**src/rtl/alu_pkg.sv**
```systemverilog
// alu_pkg: shared defaults and FSM encoding for the ALU command issuer.
//   DATA_W_DEF / SEL_W_DEF : default operand and select widths
//   state_e                : issuer FSM states (IDLE, SETTLE, HOLD)
//   cnt_w()                : width of a down-counter that must hold n
package alu_pkg;

  localparam int DATA_W_DEF = 8;
  localparam int SEL_W_DEF  = 4;

  typedef enum logic [1:0] {
    ST_IDLE   = 2'd0,
    ST_SETTLE = 2'd1,
    ST_HOLD   = 2'd2
  } state_e;

  function automatic int cnt_w(input int n);
    return (n < 2) ? 1 : $clog2(n + 1);
  endfunction

endpackage

```
**src/rtl/alu_cmd_fifo.sv**
```systemverilog
// alu_cmd_fifo: command storage for the issuer.
//   clk, rst       : clock, synchronous active-high reset
//   push, din      : write an entry (caller guarantees !full)
//   pop, dout      : drop the head; dout always shows the head (caller guarantees !empty)
//   full, empty    : occupancy flags; full is registered and held high in reset
//   level          : current occupancy, 0..DEPTH
module alu_cmd_fifo #(
  parameter  int W     = 8,
  parameter  int DEPTH = 4,
  localparam int AW    = $clog2(DEPTH),
  localparam int LW    = AW + 1
) (
  input  logic          clk,
  input  logic          rst,
  input  logic          push,
  input  logic [W-1:0]  din,
  input  logic          pop,
  output logic [W-1:0]  dout,
  output logic          full,
  output logic          empty,
  output logic [LW-1:0] level
);

  localparam logic [LW-1:0] FULL_LVL = LW'(DEPTH);

  logic [W-1:0]  mem [DEPTH];
  logic [AW-1:0] wr_ptr, rd_ptr;
  logic [LW-1:0] level_nxt;

  always_comb begin
    level_nxt = level;
    if (push && !pop)      level_nxt = level + 1'b1;
    else if (pop && !push) level_nxt = level - 1'b1;
  end

  // full comes from next occupancy so it is a plain flop: no path from a
  // same-cycle pop to cmd_ready. Held high in reset so nothing is accepted.
  always_ff @(posedge clk) begin
    if (rst) begin
      wr_ptr <= '0;
      rd_ptr <= '0;
      level  <= '0;
      full   <= 1'b1;
    end else begin
      if (push) wr_ptr <= wr_ptr + 1'b1;   // pointers wrap naturally (DEPTH = 2^AW)
      if (pop)  rd_ptr <= rd_ptr + 1'b1;
      level <= level_nxt;
      full  <= (level_nxt == FULL_LVL);
    end
  end

  always_ff @(posedge clk) begin
    if (push) mem[wr_ptr] <= din;
  end

  assign empty = (level == '0);
  assign dout  = mem[rd_ptr];

endmodule

```
**src/rtl/alu_cmd_issuer.sv**
```systemverilog
// alu_cmd_issuer: queues ALU commands, drives them onto a combinational ALU,
// waits SETTLE cycles, captures the result and holds it until accepted.
//   clk, rst                        : clock, synchronous active-high reset
//   cmd_valid/cmd_ready, cmd_a/b/sel: command input handshake
//   alu_a/alu_b/alu_sel             : registered operands to the ALU
//   alu_out/alu_cout                : ALU result back in
//   res_valid/res_ready, res_data/res_cout/res_sel : result handshake
//   fifo_level                      : command FIFO occupancy
module alu_cmd_issuer
  import alu_pkg::*;
#(
  parameter int DATA_W = DATA_W_DEF,
  parameter int SEL_W  = SEL_W_DEF,
  parameter int DEPTH  = 4,
  parameter int SETTLE = 1
) (
  input  logic                   clk,
  input  logic                   rst,
  input  logic                   cmd_valid,
  output logic                   cmd_ready,
  input  logic [DATA_W-1:0]      cmd_a,
  input  logic [DATA_W-1:0]      cmd_b,
  input  logic [SEL_W-1:0]       cmd_sel,
  output logic [DATA_W-1:0]      alu_a,
  output logic [DATA_W-1:0]      alu_b,
  output logic [SEL_W-1:0]       alu_sel,
  input  logic [DATA_W-1:0]      alu_out,
  input  logic                   alu_cout,
  output logic                   res_valid,
  input  logic                   res_ready,
  output logic [DATA_W-1:0]      res_data,
  output logic                   res_cout,
  output logic [SEL_W-1:0]       res_sel,
  output logic [$clog2(DEPTH):0] fifo_level
);

  localparam int CW  = SEL_W + 2 * DATA_W;
  localparam int CNW = cnt_w(SETTLE);

  state_e         state;
  logic [CNW-1:0] cnt;
  logic           push, pop, full, empty;
  logic [CW-1:0]  head;

  assign push      = cmd_valid && cmd_ready;
  assign cmd_ready = !full;
  // Pop from IDLE, or straight out of HOLD on the accept cycle (back-to-back).
  assign pop       = !empty && ((state == ST_IDLE) || (state == ST_HOLD && res_ready));

  alu_cmd_fifo #(.W(CW), .DEPTH(DEPTH)) u_fifo (
    .clk   (clk),
    .rst   (rst),
    .push  (push),
    .din   ({cmd_sel, cmd_a, cmd_b}),
    .pop   (pop),
    .dout  (head),
    .full  (full),
    .empty (empty),
    .level (fifo_level)
  );

  always_ff @(posedge clk) begin
    if (rst) begin
      state     <= ST_IDLE;
      cnt       <= '0;
      alu_a     <= '0;
      alu_b     <= '0;
      alu_sel   <= '0;
      res_valid <= 1'b0;
      res_data  <= '0;
      res_cout  <= 1'b0;
      res_sel   <= '0;
    end else begin
      case (state)
        ST_IDLE: begin
          if (pop) begin
            {alu_sel, alu_a, alu_b} <= head;
            cnt   <= CNW'(SETTLE);
            state <= ST_SETTLE;
          end
        end
        ST_SETTLE: begin
          cnt <= cnt - 1'b1;
          if (cnt == CNW'(1)) begin
            res_data  <= alu_out;
            res_cout  <= alu_cout;
            res_sel   <= alu_sel;
            res_valid <= 1'b1;
            state     <= ST_HOLD;
          end
        end
        ST_HOLD: begin
          if (res_ready) begin
            res_valid <= 1'b0;
            if (pop) begin
              {alu_sel, alu_a, alu_b} <= head;
              cnt   <= CNW'(SETTLE);
              state <= ST_SETTLE;
            end else begin
              state <= ST_IDLE;
            end
          end
        end
        default: state <= ST_IDLE;
      endcase
    end
  end

endmodule

```
**config.mk**
```make
export PLATFORM = sky130hd
export DESIGN_NAME = alu_cmd_issuer
export DESIGN_NICKNAME = d
export VERILOG_FILES = /design/src/rtl/alu_pkg.sv /design/src/rtl/alu_cmd_fifo.sv /design/src/rtl/alu_cmd_issuer.sv
export SDC_FILE = /design/constraint.sdc
export NUM_CORES = 1
export LEC_CHECK = 0
export BUFFER_PORTS_ARGS = -buffer_cell sky130_fd_sc_hd__buf_4
export CAP_MARGIN = 20
export CORE_MARGIN = 2
export CORE_UTILIZATION = 50
export CTS_CLUSTER_SIZE = 25
export DETAILED_ROUTE_END_ITERATION = 6
export GPL_TIMING_DRIVEN = 0
export PLACE_DENSITY = 0.67
export SYNTH_ARGS = -nofsm -noshare
export SYNTH_HDL_FRONTEND = slang
export SYNTH_HIERARCHICAL = 1
export SYNTH_SLANG_ARGS = --single-unit
```
**constraint.sdc**
```tcl
create_clock -name clk -period 4.5 [get_ports clk]
set_input_delay 0.675 -clock clk [delete_from_list [all_inputs] [get_ports clk]]
set_output_delay 0.675 -clock clk [all_outputs]
set_load 0.01 [all_outputs]
```
### Word-level counts from Yosys, hierarchy flattened

Memory sizes are Yosys's and may differ from the RTL's. A register that Yosys moved wholly into a read port is not among the register bits.
Index checks and enable logic that the tools add are counted.

* bits in registers: 45
* bits in writable memories: 80
* memories kept: 1

Memories
* u_fifo.mem: depth 4, width 20, rd ports 1, clocked after memory_dff 1, write ports 1, RTL line alu_cmd_fifo.sv:26 `logic [W-1:0] mem [DEPTH];`

* add/subtract/negate cells: 5
* equality and inequality tests: 6
* muxes and demuxes: 26
* reduce and logical (&&, ||, !) cells: 20

Operators by type and width (number)
* $mux W8: 4
* $pmux W8 S2: 2
* $mux W2: 5
* $mux W4: 2
* $pmux W4 S2: 1
* $mux W1: 7
* $mux W3: 2
* $pmux W2 S3: 1
* $reduce_and A2 Y1: 3
* $reduce_and A3 Y1: 2
* $logic_and A1 B1 Y1: 5
* $add A2 B1 Y2 const B: 2
* $logic_not A1 Y1: 4
* $ne A2 B2 Y1 const B: 2
* $reduce_bool A2 Y1: 2
* $add A3 B1 Y3 const B: 1
* $eq A3 B3 Y1 const B: 1
* $logic_not A3 Y1: 1
* $pmux W1 S3: 1
* $reduce_bool A3 Y1: 1
* $sub A3 B1 Y3 const B: 1
* $eq A2 B1 Y1 const B: 1
* $eq A2 B2 Y1 const B: 1
* $logic_not A2 Y1: 1
* 4 further kinds: 4

### Depth between registers and ports, before layout

Gate-level depths: netlist of run 1.

* depth after elaboration: 8
* mapped depth: 9
* gate-level depth less buffers: 8

### By module

The synthesis of run 1 kept the hierarchy.

Modules (own cells, without submodules)
* alu_cmd_fifo: instances 1, cells an instance 162, area an instance 3414.5 um^2, sequential area each 2602.5 um^2
* alu_cmd_issuer: instances 1, cells an instance 165, area an instance 1586.5 um^2, sequential area each 740.7 um^2

### Least setup slack after synthesis of run 1

No wires, ideal clock.

* path type: reg2reg
* from: reg u_fifo.level[0]
* to: reg u_fifo.full
* setup time: 0.123 ns
* data arrival time: 1.920 ns
* data required time: 4.377 ns
* path slack: 2.457 ns
* stages on the path, launching flop included: 10
* path buffers: 2
* clock period less this slack: 2.043 ns
* cells stage by stage: dfxtp_1 > inv_2 > ha_1 > ha_1 > nor3_4 > buf_8 > buf_6 > nor3_1 > a311oi_1 > o31ai_1

* longest elaborated chain between the ends: 7
* elaborated cells on any way between the ends: 11
* classes of those cells: add/sub (2); eq/ne (1); mux (2); reduce/logical (6)

Ends and longest elaborated chain
* start, declared: RTL line alu_cmd_fifo.sv:21 `output logic [LW-1:0] level`
* start signal, assigned: RTL line alu_cmd_fifo.sv:47 `level <= level_nxt;`
* $logic_not A3 Y1 (*): RTL line alu_cmd_fifo.sv:56 `assign empty = (level == '0);`
* named net empty: RTL line alu_cmd_issuer.sv:42 `logic push, pop, full, empty;`
* $logic_not A1 Y1 (*): RTL line alu_cmd_issuer.sv:48 `assign pop = !empty && ((state == ST_IDLE) || (state == ST_HOLD && res_ready));`
* $logic_and A1 B1 Y1 (*): RTL line alu_cmd_issuer.sv:48
* named net pop: RTL line alu_cmd_issuer.sv:42
* $logic_and A1 B1 Y1 / $logic_not A1 Y1 (equally long branches): RTL line alu_cmd_fifo.sv:33, alu_cmd_fifo.sv:32
* $mux W3 / $logic_and A1 B1 Y1 (equally long branches): RTL line alu_cmd_fifo.sv:33, alu_cmd_fifo.sv:32
* $mux W3 (*): RTL line alu_cmd_fifo.sv:32 `if (push && !pop) level_nxt = level + 1'b1;`
* $eq A3 B3 Y1 (*): RTL line alu_cmd_fifo.sv:48 `full <= (level_nxt == FULL_LVL);`
* end signal, assigned: RTL line alu_cmd_fifo.sv:48
* end, declared: RTL line alu_cmd_fifo.sv:19 `output logic full,`

Mark *: on every way through the listed nets, which the timed path passes. The rest lies on a longest branch.
A chain may end at the register's enable or synchronous reset.

### Final worst setup path of run 1

Same ends and word-level chain as after synthesis.

==> results by group, run 1 <==
Drt
  • Vias per cell: 5.03
  • ANT nets after route: 0
  • Routed WL: 8850 um
  • Starting DRT DRC Count: 130
  • TritonRoute pass-1 iters: 4
  • Routed len/inst: 15.8 um
  • Drc violations: 0
  • Routed vias: 2828

Clock tree
  • CTS root buffer: clkbuf_8
  • CTS Buf Count: 17
  • CTS tree: yes
  • Clk sinks: 127
  • Setup Fix Bufs, Post-CTS: 0
  • CTS resizes: 0
  • Clk slew on worst S/H paths: 0.06 ns
  • Clock Path Buffers: 2
  • Hold Buf Count CTS: 0
  • Clock latency on the worst-skew pair: 0.50 ns
  • H-tree depth: 4

Pwr
  • Net Sw Frac: 28.4%
  • P_sw: 1.18 mW
  • Pwr Density: 658 mW/mm^2
  • Seq pwr share: 37.5%
  • Worst vdd ir: 0.372 mV
  • Comb power frac: 28.8%
  • LEAKAGE: 2.36 nW
  • PnR Total Power: 4.17 mW
  • Clk pwr share: 33.7%
  • Cell-internal power: 2.99 mW

Worst setup path
  • Reg2reg end: u_fifo/full
  • Critical Path Start Type: flip-flop
  • Arrival time at the worst endpoint: 2.61 ns
  • Critical Path End Type: flip-flop
  • CP Class: flip-flop to flip-flop
  • FF-to-FF Start: u_fifo/level[0]
  • R2r setup slk: 2.28 ns
  • R2R cell count: 9
  • Worst Path Required: 4.89 ns
  • Worst-path fanout max: 12

Global routing
  • Aggregate global routing overflow: 0
  • Largest net degree at the start of global routing: 21
  • Initial antenna violation count: 0
  • Tot GR Track Use: 17.6%
  • First-pass GRT wire length: 14300 um
  • Vias in the first global route: 2859

STA
  • Final setup TNS: 0 ns
  • RSZ-0062 raised after global routing: false
  • Fin. Hold Viols: 0
  • Final critical-path setup slack: 2.28 ns
  • Final worst path period need: 2.22 ns
  • Period utilization: 49.3%
  • Least-Margin Pin Slew: 1.10 ns
  • Final Max Tran Viols: 0
  • Final setup fails: 0
  • Final worst clock skew: 0.00888 ns
  • FMAX: 451 MHz
  • Slew margin rel.: 26.9%

Yosys
  • Synthesized area per cell: 15.3 sq um
  • Cell Area, Synth: 0.00500 sq mm
  • Adder-cell share of the synthesized area: 1.75%
  • Synth Register Bits: 127
  • Distinct cell type count after synthesis: 35
  • Mapped Nets: 367
  • Complex-gate fraction of the synthesized area: 3.10%
  • XOR/XNOR Fraction of Synth Area: 1.05%
  • Synth Area in Simple Gates: 10.3%
  • Register area share after synthesis: 66.9%
  • Synthesis Warnings: 6
  • Multiplexer share of the synthesized area: 13.6%
  • Largest family of logic cells by synthesized area: multiplexers
  • Gate Count Post-Synth: 327

Worst hold path
  • Hold endpoint: u_fifo/mem[2][13]
  • Beginning of the worst hold path: cmd_a[5]
  • WHS Path Cells: 1
  • HP Class: primary input to flip-flop

Place
  • Pre-CTS worst setup slack: 1.91 ns
  • DP Wirelength: 5610 um
  • IO Port Bufs: 69
  • Placed cells: 529
  • Routability cong.: 0.758

Floorplan
  • Chip Height: 104 um
  • Placement Rows: 36
  • Die area: 0.0108 sq mm
  • Initial Utilization: 51.4%
  • IO Count: 71
  • Chip width: 104 um
  • Area of the core: 0.00973 sq mm

Layout
  • Fin nets: 456
  • Layout cells sized above 1: 32.6%
  • Fillers: 724
  • Final Core Density: 65.2%
  • Non-filler instance count after layout: 562
  • Layout Area Growth over Synthesis: 26.8%
  • Antenna diodes: 0

Status
  • Outcome: completed

Job
  • Max-cap violations: 0
[routing by layer]
metal	global-route usage, %	share of wire [%]
met1	21.5	44
met2	29.0	49
met3	5.58	5.4
met4	6.95	1.1
met5	0	0
[through the flow]
step | hold slack, ns | cell area, sq um
floorplan | 0.481 | 5000
global route | 0.344 | 6340
global placement | 0.443 | 5690
detailed placement | 0.448 | 5690
CTS | 0.341 | 6320
finish | 0.370 | 6340
[Yosys cell counts, drive strengths merged]
cell type,count,share of area (%)
a2111oi,1,0.30
a211oi,2,0.30
a21oi,16,1.6
a311oi,1,0.18
and2,4,0.50
and3b,1,0.18
buf,15,2.5
clkbuf,4,0.30
dfxtp,47,19
edfxtp,80,48
ha,7,1.8
inv,7,0.53
mux2i,23,4.6
mux4,20,9.0
nand2,27,2.0
nand2b,42,5.3
nand3,1,0.10
nand3b,1,0.15
nor2,10,0.75
nor2b,4,0.65
nor3,2,0.43
nor3b,2,0.30
o21ba,1,0.20
o311a,1,0.20
o31ai,1,0.15
o32ai,1,0.18
xnor2,4,0.70
xor2,2,0.35
[final cells by class]
class                   instances  area, sq um  share of cell area (%)
repair buffers                 70          533                    8.41
well taps                     133          166                    2.62
clock buffers                  24          557                    8.78
clock inverters                 8         82.6                    1.30
multi-input cells             174         1490                    23.5
plain buffers                  19          139                    2.19
inverters                       7         26.3                   0.414
flip-flops and latches        127         3340                    52.7
[registers in the layout, indices dropped and copies added, names as in the netlist, named ones only]
register	cells
res_valid	1
u_fifo/rd_ptr	2
state	2
alu_sel	4
alu_b	8
u_fifo/full	1
res_data	8
alu_a	8
u_fifo/level	3
res_sel	4
cnt	1
res_cout	1
u_fifo/wr_ptr	2
u_fifo/mem	80
[worst max path at each step]
stage               slack [ns]            start           endpoint  cells after the start
global placement          1.91        cmd_valid  u_fifo/mem[0][13]                      4
finish                    2.28  u_fifo/level[0]        u_fifo/full                      9
CTS                       2.26  u_fifo/level[0]        u_fifo/full                      9
floorplan                 2.46  u_fifo/level[0]        u_fifo/full                      9
detailed placement        1.91        cmd_valid  u_fifo/mem[0][13]                      4
global route              2.08  u_fifo/level[0]        u_fifo/full                      9
[worst max-delay path, cell delays in order (launching register included)]
cell and delay (ns):
dfxtp_1 0.45, inv_2 0.07, ha_1 0.21, ha_1 0.23, nor3_4 0.32, buf_8 0.22, buf_6 0.17, nor3_1 0.06
a311oi_1 0.27, o31ai_1 0.10
[power by group through the flow]
stage	Combinational, mW	Sequential, mW	Clock [mW]
6_report	1.20	1.57	1.41
5_1_grt	1.32	1.59	1.48
4_1_cts	1.22	1.57	1.43
3_5_place_dp	1.22	1.59	0
3_3_place_gp	1.20	1.58	0
2_1_floorplan	0.792	1.62	0
[kinds of logic (layout without fill, tap and decap cells)]
kind of cell,Yosys count,in the layout
flops,127,127
simple gates,94,94
mux,43,43
buf+inv,26,128
compound gates,24,24
fa+ha+maj,7,7
xor+xnor,6,6
[cells in the final DEF, fill, tap and decap left out, drive strengths merged]
| cell type | Yosys | layout |
|---|---|---|
| buf | 15 | 85 |
| edfxtp | 80 | 80 |
| dfxtp | 47 | 47 |
| nand2b | 42 | 42 |
| clkbuf | 4 | 28 |
| nand2 | 27 | 27 |
| mux2i | 23 | 23 |
| mux4 | 20 | 20 |
| a21oi | 16 | 16 |
| nor2 | 10 | 10 |
| inv | 7 | 10 |
| ha | 7 | 7 |
| and2 | 4 | 4 |
| xnor2 | 4 | 4 |
| nor2b | 4 | 4 |
| clkinv | 0 | 4 |
| nor3b | 2 | 2 |
| xor2 | 2 | 2 |
| a211oi | 2 | 2 |
| nor3 | 2 | 2 |
| and3b | 1 | 1 |
| nand3b | 1 | 1 |
| o21ba | 1 | 1 |
| a2111oi | 1 | 1 |
| o32ai | 1 | 1 |
| bufinv | 0 | 1 |
| nand3 | 1 | 1 |
| o311a | 1 | 1 |
| a311oi | 1 | 1 |
| o31ai | 1 | 1 |
Note: power is estimated with default switching activity, not from simulation.
==> run 2: changes to the inputs <==
ABC_AREA = 1   (was default)
PLACE_DENSITY = 0.7   (was 0.67)
clock period = 1.9 ns   (was 4.5 ns; I/O delays follow)
==> results by group, run 2 <==
Yosys
  • Post-synth EDFFs: 80 (unchanged)
  • Top FF cell, synth: edfxtp_1 (unchanged)
  • Synthesis Warnings: 6 (unchanged)
  • Most instantiated cells after synthesis: 88 x nor2_1, 80 x edfxtp_1, 56 x nand2_1 (was 80 x edfxtp_1, 47 x dfxtp_1, 42 x nand2b_1)
  • Gate Count Post-Synth: 460 (was 327)
  • Yosys top cell area share: 48.3% (was 48.0%)
  • Area leader, netlist: edfxtp_1 (unchanged)
  • Distinct cell type count after synthesis: 18 (was 35)
  • Synth Register Bits: 127 (unchanged)
  • Register area share after synthesis: 67.3% (was 66.9%)
  • Synthesized area per cell: 10.8 sq um (was 15.3 sq um)
  • Cell Area, Synth: 0.00497 sq mm (was 0.00500 sq mm)
  • Mapped Nets: 500 (was 367)
  • Top post-synthesis cells by area: edfxtp_1 48%, dfxtp_1 19%, nor2_1 6.6% (was edfxtp_1 48%, dfxtp_1 19%, mux4_2 9.0%)
  • Most frequent cell after synthesis: nor2_1 (was edfxtp_1)
  • Ys async rst share: 0% (unchanged)

Place
  • IO Port Bufs: 70 (was 69)
  • Pre-CTS worst setup slack: -0.0679 ns (was 1.91 ns)
  • Routability cong.: 0.785 (was 0.758)
  • DP Wirelength: 7000 um (was 5610 um)

Worst setup path
  • FF-to-FF Start: u_fifo/level[0] (unchanged)
  • Worst Path Buf+Inv: 4 (was 3)
  • CP peak stage delay: 0.35 ns (was 0.45 ns)
  • R2r setup slk: 0.12 ns (was 2.28 ns)
  • Reg2reg end: u_fifo/full (unchanged)
  • Critical Path Start Type: flip-flop (unchanged)
  • Critical Path Start: u_fifo/level[0] (unchanged)
  • Arrival time at the worst endpoint: 2.19 ns (was 2.61 ns)
  • Critical path's top delay family: simple AND/OR/NAND/NOR gates (was buffers and inverters)
  • R2R cell count: 14 (was 9)
  • Worst Path Required: 2.30 ns (was 4.89 ns)
  • Cell breakdown of the critical path: inv_1 > ha_2 > ha_4 > nor2_4 > nand2_2 > inv_2 > buf_12 > inv_1 > nand2_2 > nand2_1 > nor2_1 > nor2_1 > nand3_1 > nand2_1 (was inv_2 > ha_1 > ha_1 > nor3_4 > buf_8 > buf_6 > nor3_1 > a311oi_1 > o31ai_1)
  • Critical Path End Type: flip-flop (unchanged)
  • CP max-delay cell: dfxtp_2 (was dfxtp_1)
  • Worst path depth: 14 (was 9)
  • Worst-path fanout max: 9 (was 12)
  • CP Class: flip-flop to flip-flop (unchanged)

Clock tree
  • CTS tree: yes (unchanged)
  • Clk slew on worst S/H paths: 0.06 ns (about the same)
  • H-tree depth: 4 (unchanged)
  • Clk sinks: 127 (unchanged)
  • Clock latency on the worst-skew pair: 0.52 ns (was 0.50 ns)
  • Clock Path Buffers: 2 (unchanged)
  • CTS root buffer: clkbuf_8 (unchanged)
  • CTS Buf Count: 17 (unchanged)

Floorplan
  • Chip Height: 104 um (about the same)
  • Placement Rows: 36 (unchanged)
  • IO Count: 71 (unchanged)
  • Area of the core: 0.00973 sq mm (unchanged)
  • Initial Utilization: 51.1% (was 51.4%)
  • Chip width: 104 um (about the same)
  • Die area: 0.0108 sq mm (about the same)

Pwr
  • P_sw: 3.24 mW (was 1.18 mW)
  • Clk pwr share: 30.1% (was 33.7%)
  • Seq pwr share: 36.6% (was 37.5%)
  • Cell-internal power: 6.71 mW (was 2.99 mW)
  • Pwr Density: 1530 mW/mm^2 (was 658 mW/mm^2)
  • Net Sw Frac: 32.5% (was 28.4%)
  • Worst vdd ir: 0.810 mV (was 0.372 mV)
  • LEAKAGE: 2.52 nW (was 2.36 nW)
  • Comb power frac: 33.3% (was 28.8%)

Layout
  • Final Core Density: 66.7% (was 65.2%)
  • Layout cells sized above 1: 21.9% (was 32.6%)
  • Reg with most FFs: u_fifo/mem (unchanged)
  • Fillers: 767 (was 724)
  • Fin nets: 612 (was 456)
  • Max FFs per register: 80 (unchanged)
  • Most common cell after layout, fill and taps aside: nor2_1 (was edfxtp_1)
  • Layout Area Growth over Synthesis: 30.5% (was 26.8%)
  • Most frequent cells in the layout: 88 x nor2_1, 80 x edfxtp_1, 72 x buf_4, 54 x nand2_1, 45 x dfxtp_1 (was 80 x edfxtp_1, 71 x buf_4, 47 x dfxtp_1, 42 x nand2b_1, 27 x nand2_1)
  • Antenna diodes: 0 (unchanged)

Global routing
  • Initial antenna violation count: 0 (unchanged)
  • Aggregate global routing overflow: 0 (unchanged)
  • Largest net degree at the start of global routing: 21 (unchanged)
  • Tot GR Track Use: 21.6% (was 17.6%)
  • Vias in the first global route: 3644 (was 2859)
  • First-pass GRT wire length: 17900 um (was 14300 um)

Worst hold path
  • HP Class: primary input to flip-flop (unchanged)
  • Beginning of the worst hold path: alu_out[2] (was cmd_a[5])
  • Hold endpoint: res_data[2] (was u_fifo/mem[2][13])
  • WHS Path Cells: 3 (was 1)

Job
  • Max-cap violations: 0 (unchanged)

STA
  • Fin. Hold Viols: 0 (unchanged)
  • FMAX: 561 MHz (was 451 MHz)
  • Final worst clock skew: 0.00750 ns (was 0.00888 ns)
  • RSZ-0062 raised after global routing: true (was false)
  • Final Max Tran Viols: 0 (unchanged)
  • Slew margin rel.: 63.2% (was 26.9%)
  • Final worst path period need: 1.78 ns (was 2.22 ns)
  • Final setup fails: 0 (unchanged)
  • Least-Margin Pin Slew: 0.552 ns (was 1.10 ns)
  • Final critical-path setup slack: 0.116 ns (was 2.28 ns)
  • Period utilization: 93.9% (was 49.3%)

Drt
  • Routed WL: 11100 um (was 8850 um)
  • ANT nets after route: 0 (unchanged)
  • Routed len/inst: 15.5 um (was 15.8 um)
  • Starting DRT DRC Count: 222 (was 130)
  • TritonRoute pass-1 iters: 5 (was 4)
  • Routed vias: 3745 (was 2828)
  • Drc violations: 0 (unchanged)
  • Vias per cell: 5.22 (was 5.03)

Status
  • Outcome: completed (unchanged)
run 2: layout make-up:
| type | instances | area (sq um) | area share, % |
|---|---|---|---|
| multi-input cells | 281 | 1410 | 21.7 |
| inverters | 25 | 109 | 1.68 |
| clock inverters | 7 | 88.8 | 1.37 |
| repair buffers | 93 | 751 | 11.6 |
| plain buffers | 27 | 155 | 2.39 |
| clock buffers | 25 | 464 | 7.16 |
| flip-flops and latches | 127 | 3350 | 51.6 |
| well taps | 133 | 166 | 2.57 |
run 2: timing repair:
action / 4_1_cts / 5_1_grt
hold buffers: 21 / 0
buffers inserted: 0 / 2
hold endpoints to repair: 82 / 0
endpoints found under the setup margin: 24 / 66
gates resized for setup: 4 / 9
run 2: worst max path at each step:
| stage | endpoint | slack, ns |
|---|---|---|
| 6_report | u_fifo/full | 0.12 |
| 5_1_grt | u_fifo/full | -0.02 |
| 4_1_cts | u_fifo/full | 0.006 |
| 3_5_place_dp | u_fifo/mem[0][6] | -0.07 |
| 3_3_place_gp | u_fifo/mem[0][13] | -0.03 |
| 2_1_floorplan | u_fifo/full | 0.11 |
run 2: logic make-up after synthesis:
kind of cell	after synthesis	synth area share, %
adder cells (fa/ha/maj)	7	1.76
AND/OR/NAND/NOR	190	17.2
buffers and inverters	52	4.83
flip-flops	127	67.3
AO/OA/AOI/OAI	84	8.96
run 2: per-stage QoR:
stage               std cells  TNS (ns)  power (mW)  cell area [sq um]  hold slack (ns)
floorplan                 460         0        5.65               4970            0.357
global placement          663     -1.84        6.66               5660            0.427
detailed placement        663     -3.49        6.74               5660            0.455
CTS                       716         0        9.84               6440           0.0352
global route              718   -0.0196        10.5               6490           0.0470
finish                    718         0        9.95               6490           0.0530
run 2: power by group through the flow:
stage / combinational [mW] / clock, mW / sequential [mW]
after CTS: 3.16 / 3.04 / 3.63
after floorplan: 1.89 / 0 / 3.75
after global routing: 3.67 / 3.16 / 3.69
after global placement: 2.99 / 0 / 3.67
final: 3.31 / 3.00 / 3.64
after detailed placement: 3.05 / 0 / 3.69
run 2: metal layers:
layer | track usage, % | share of wire, % | routed length [um]
met1 | 26.5 | 41 | 4580
met2 | 35.6 | 50 | 5610
met3 | 6.36 | 7.1 | 787
met4 | 9.75 | 1.1 | 127
met5 | 0 | 0 | 0
run 2: tightest hold or removal path, cell delays in order:
cell and delay (ns):
buf_4 0.11, nand4_1 0.07, a21oi_1 0.06
==> run 3: changes to the inputs <==
==> constraint.sdc (replaced) <==
create_clock -name clk -period 1.9 [get_ports clk]
set_input_delay 0.19 -clock clk [delete_from_list [all_inputs] [get_ports clk]]
set_output_delay 0.19 -clock clk [all_outputs]
set_load 0.01 [all_outputs]
==> results by group, run 3 (same netlist as run 2, synthesis figures left out) <==
STA
  • Final critical-path setup slack: 0.0638 ns (was 0.116 ns)
  • Slew margin rel.: 62.3% (was 63.2%)
  • Final setup fails: 0 (unchanged)
  • Final worst clock skew: 0.00795 ns (was 0.00750 ns)
  • Least-Margin Pin Slew: 0.566 ns (was 0.552 ns)
  • Period utilization: 96.6% (was 93.9%)
  • Final worst path period need: 1.84 ns (was 1.78 ns)
  • FMAX: 545 MHz (was 561 MHz)
  • WHS: 0.231 ns (was 0.0530 ns)
  • Fin. Hold Viols: 0 (unchanged)
  • Final Max Tran Viols: 0 (unchanged)
  • RSZ-0062 raised after global routing: true (unchanged)

Floorplan
  • Initial Utilization: 51.1% (unchanged)
  • Placement Rows: 36 (unchanged)
  • Area of the core: 0.00973 sq mm (unchanged)
  • Chip width: 104 um (unchanged)
  • Chip Height: 104 um (unchanged)
  • Die area: 0.0108 sq mm (unchanged)
  • IO Count: 71 (unchanged)

Layout
  • Most frequent cells in the layout: 88 x nor2_1, 80 x edfxtp_1, 72 x buf_4, 54 x nand2_1, 45 x dfxtp_1 (unchanged)
  • Fin nets: 622 (was 612)
  • Max FFs per register: 80 (unchanged)
  • Layout cells sized above 1: 21.3% (was 21.9%)
  • Most common cell after layout, fill and taps aside: nor2_1 (unchanged)
  • Reg with most FFs: u_fifo/mem (unchanged)
  • Antenna diodes: 0 (unchanged)
  • Layout Area Growth over Synthesis: 32.3% (was 30.5%)

Worst hold path
  • HP Class: primary input to flip-flop (unchanged)

Worst setup path
  • Worst Path Required: 2.30 ns (about the same)
  • CP Class: flip-flop to flip-flop (unchanged)
  • FF-to-FF Start: u_fifo/level[0] (unchanged)
  • Critical Path End Type: flip-flop (unchanged)
  • Critical Path Start Type: flip-flop (unchanged)
  • R2r setup slk: 0.06 ns (was 0.12 ns)
  • Critical Path Start: u_fifo/level[0] (unchanged)
  • Reg2reg end: u_fifo/full (unchanged)
  • R2R cell count: 13 (was 14)
  • Critical Path End: u_fifo/full (unchanged)
  • Arrival time at the worst endpoint: 2.24 ns (was 2.19 ns)
  • Worst-path fanout max: 9 (unchanged)

Global routing
  • Aggregate global routing overflow: 0 (unchanged)
  • Vias in the first global route: 3698 (was 3644)
  • Tot GR Track Use: 22.1% (was 21.6%)
  • Initial antenna violation count: 0 (unchanged)
  • Largest net degree at the start of global routing: 21 (unchanged)
  • First-pass GRT wire length: 18300 um (was 17900 um)

Job
  • Max-cap violations: 0 (unchanged)

Place
  • DP Wirelength: 7000 um (unchanged)
  • IO Port Bufs: 70 (unchanged)
  • Routability cong.: 0.785 (unchanged)
  • Pre-CTS worst setup slack: -0.0360 ns (was -0.0679 ns)

Clock tree
  • Clock Path Buffers: 2 (unchanged)
  • CTS root buffer: clkbuf_8 (unchanged)
  • CTS Buf Count: 17 (unchanged)
  • Clk slew on worst S/H paths: 0.05 ns (was 0.06 ns)
  • H-tree depth: 4 (unchanged)
  • Clock latency on the worst-skew pair: 0.51 ns (was 0.52 ns)
  • CTS tree: yes (unchanged)
  • Clk sinks: 127 (unchanged)

Drt
  • Routed WL: 11400 um (was 11100 um)
  • TritonRoute pass-1 iters: 6 (was 5)
  • Drc violations: 0 (unchanged)
  • Starting DRT DRC Count: 236 (was 222)
  • Vias per cell: 5.20 (was 5.22)
  • ANT nets after route: 0 (unchanged)
  • Routed vias: 3788 (was 3745)
  • Routed len/inst: 15.6 um (was 15.5 um)

Pwr
  • Pwr Density: 1510 mW/mm^2 (was 1530 mW/mm^2)
  • PnR Total Power: 9.92 mW (was 9.95 mW)
  • Worst vdd ir: 0.814 mV (was 0.810 mV)
  • LEAKAGE: 2.56 nW (was 2.52 nW)

Status
  • Outcome: completed (unchanged)
[run 3: report_power, final]
| part | internal [mW] | switching (mW) |
|---|---|---|
| Sequential | 3.39 | 0.242 |
| Clock | 1.92 | 1.07 |
| Combinational | 1.38 | 1.92 |
[run 3: cell type report]
cell class | instances | area, sq um
timing repair buffer | 103 | 851
inverter | 25 | 109
tap | 133 | 166
sequential | 127 | 3350
fill | 749 | 3160
clock buffer | 25 | 464
clock inverter | 7 | 88.8
multi-input combinational | 281 | 1390
buffer | 27 | 155
[run 3: what timing repair did]
item | CTS | global route
buffers inserted | 0 | 2
setup endpoints to repair | 24 | 66
hold endpoints to repair | 94 | 0
hold buffers | 31 | 0
resized for setup | 4 | 7
[run 3: critical path, cell delays in order, from the launching register on]
cell	delay (ns)
dfxtp_2	0.35
inv_1	0.07
ha_1	0.22
ha_2	0.20
nor2_4	0.10
nand2_2	0.07
inv_2	0.10
buf_12	0.13
buf_4	0.14
nor2_1	0.05
nand3_1	0.06
nand3_1	0.09
nand3_1	0.09
nand2_1	0.05
[run 3: per-stage QoR]
stage	instances	utilization [%]	cell area, sq um	setup TNS (ns)
global route	728	67.6	6570	-0.0633
global placement	663	58.2	5660	-0.0239
floorplan	460	-	4970	0
CTS	726	67.2	6540	0
detailed placement	663	58.2	5660	-0.0360
finish	728	67.6	6570	0
[run 3: worst min-delay path by stage]
stage	depth (start not counted)	startpoint	end	slack (ns)
global placement	2	rst	u_fifo/level[1]	0.39
CTS	5	cmd_valid	u_fifo/wr_ptr[0]	0.19
finish	5	cmd_valid	u_fifo/wr_ptr[0]	0.23
detailed placement	2	rst	u_fifo/level[1]	0.38
floorplan	1	rst	u_fifo/level[0]	0.26
global route	5	cmd_valid	u_fifo/wr_ptr[0]	0.26
[run 3: layer usage]
metal / track usage (%) / routed length, um / vias to the layer above
met5: 0 / 0 / -
li1: - / - / 1838
met2: 37.0 / 5810 / 125
met4: 9.75 / 144 / 0
met1: 26.7 / 4730 / 1812
met3: 6.23 / 691 / 13
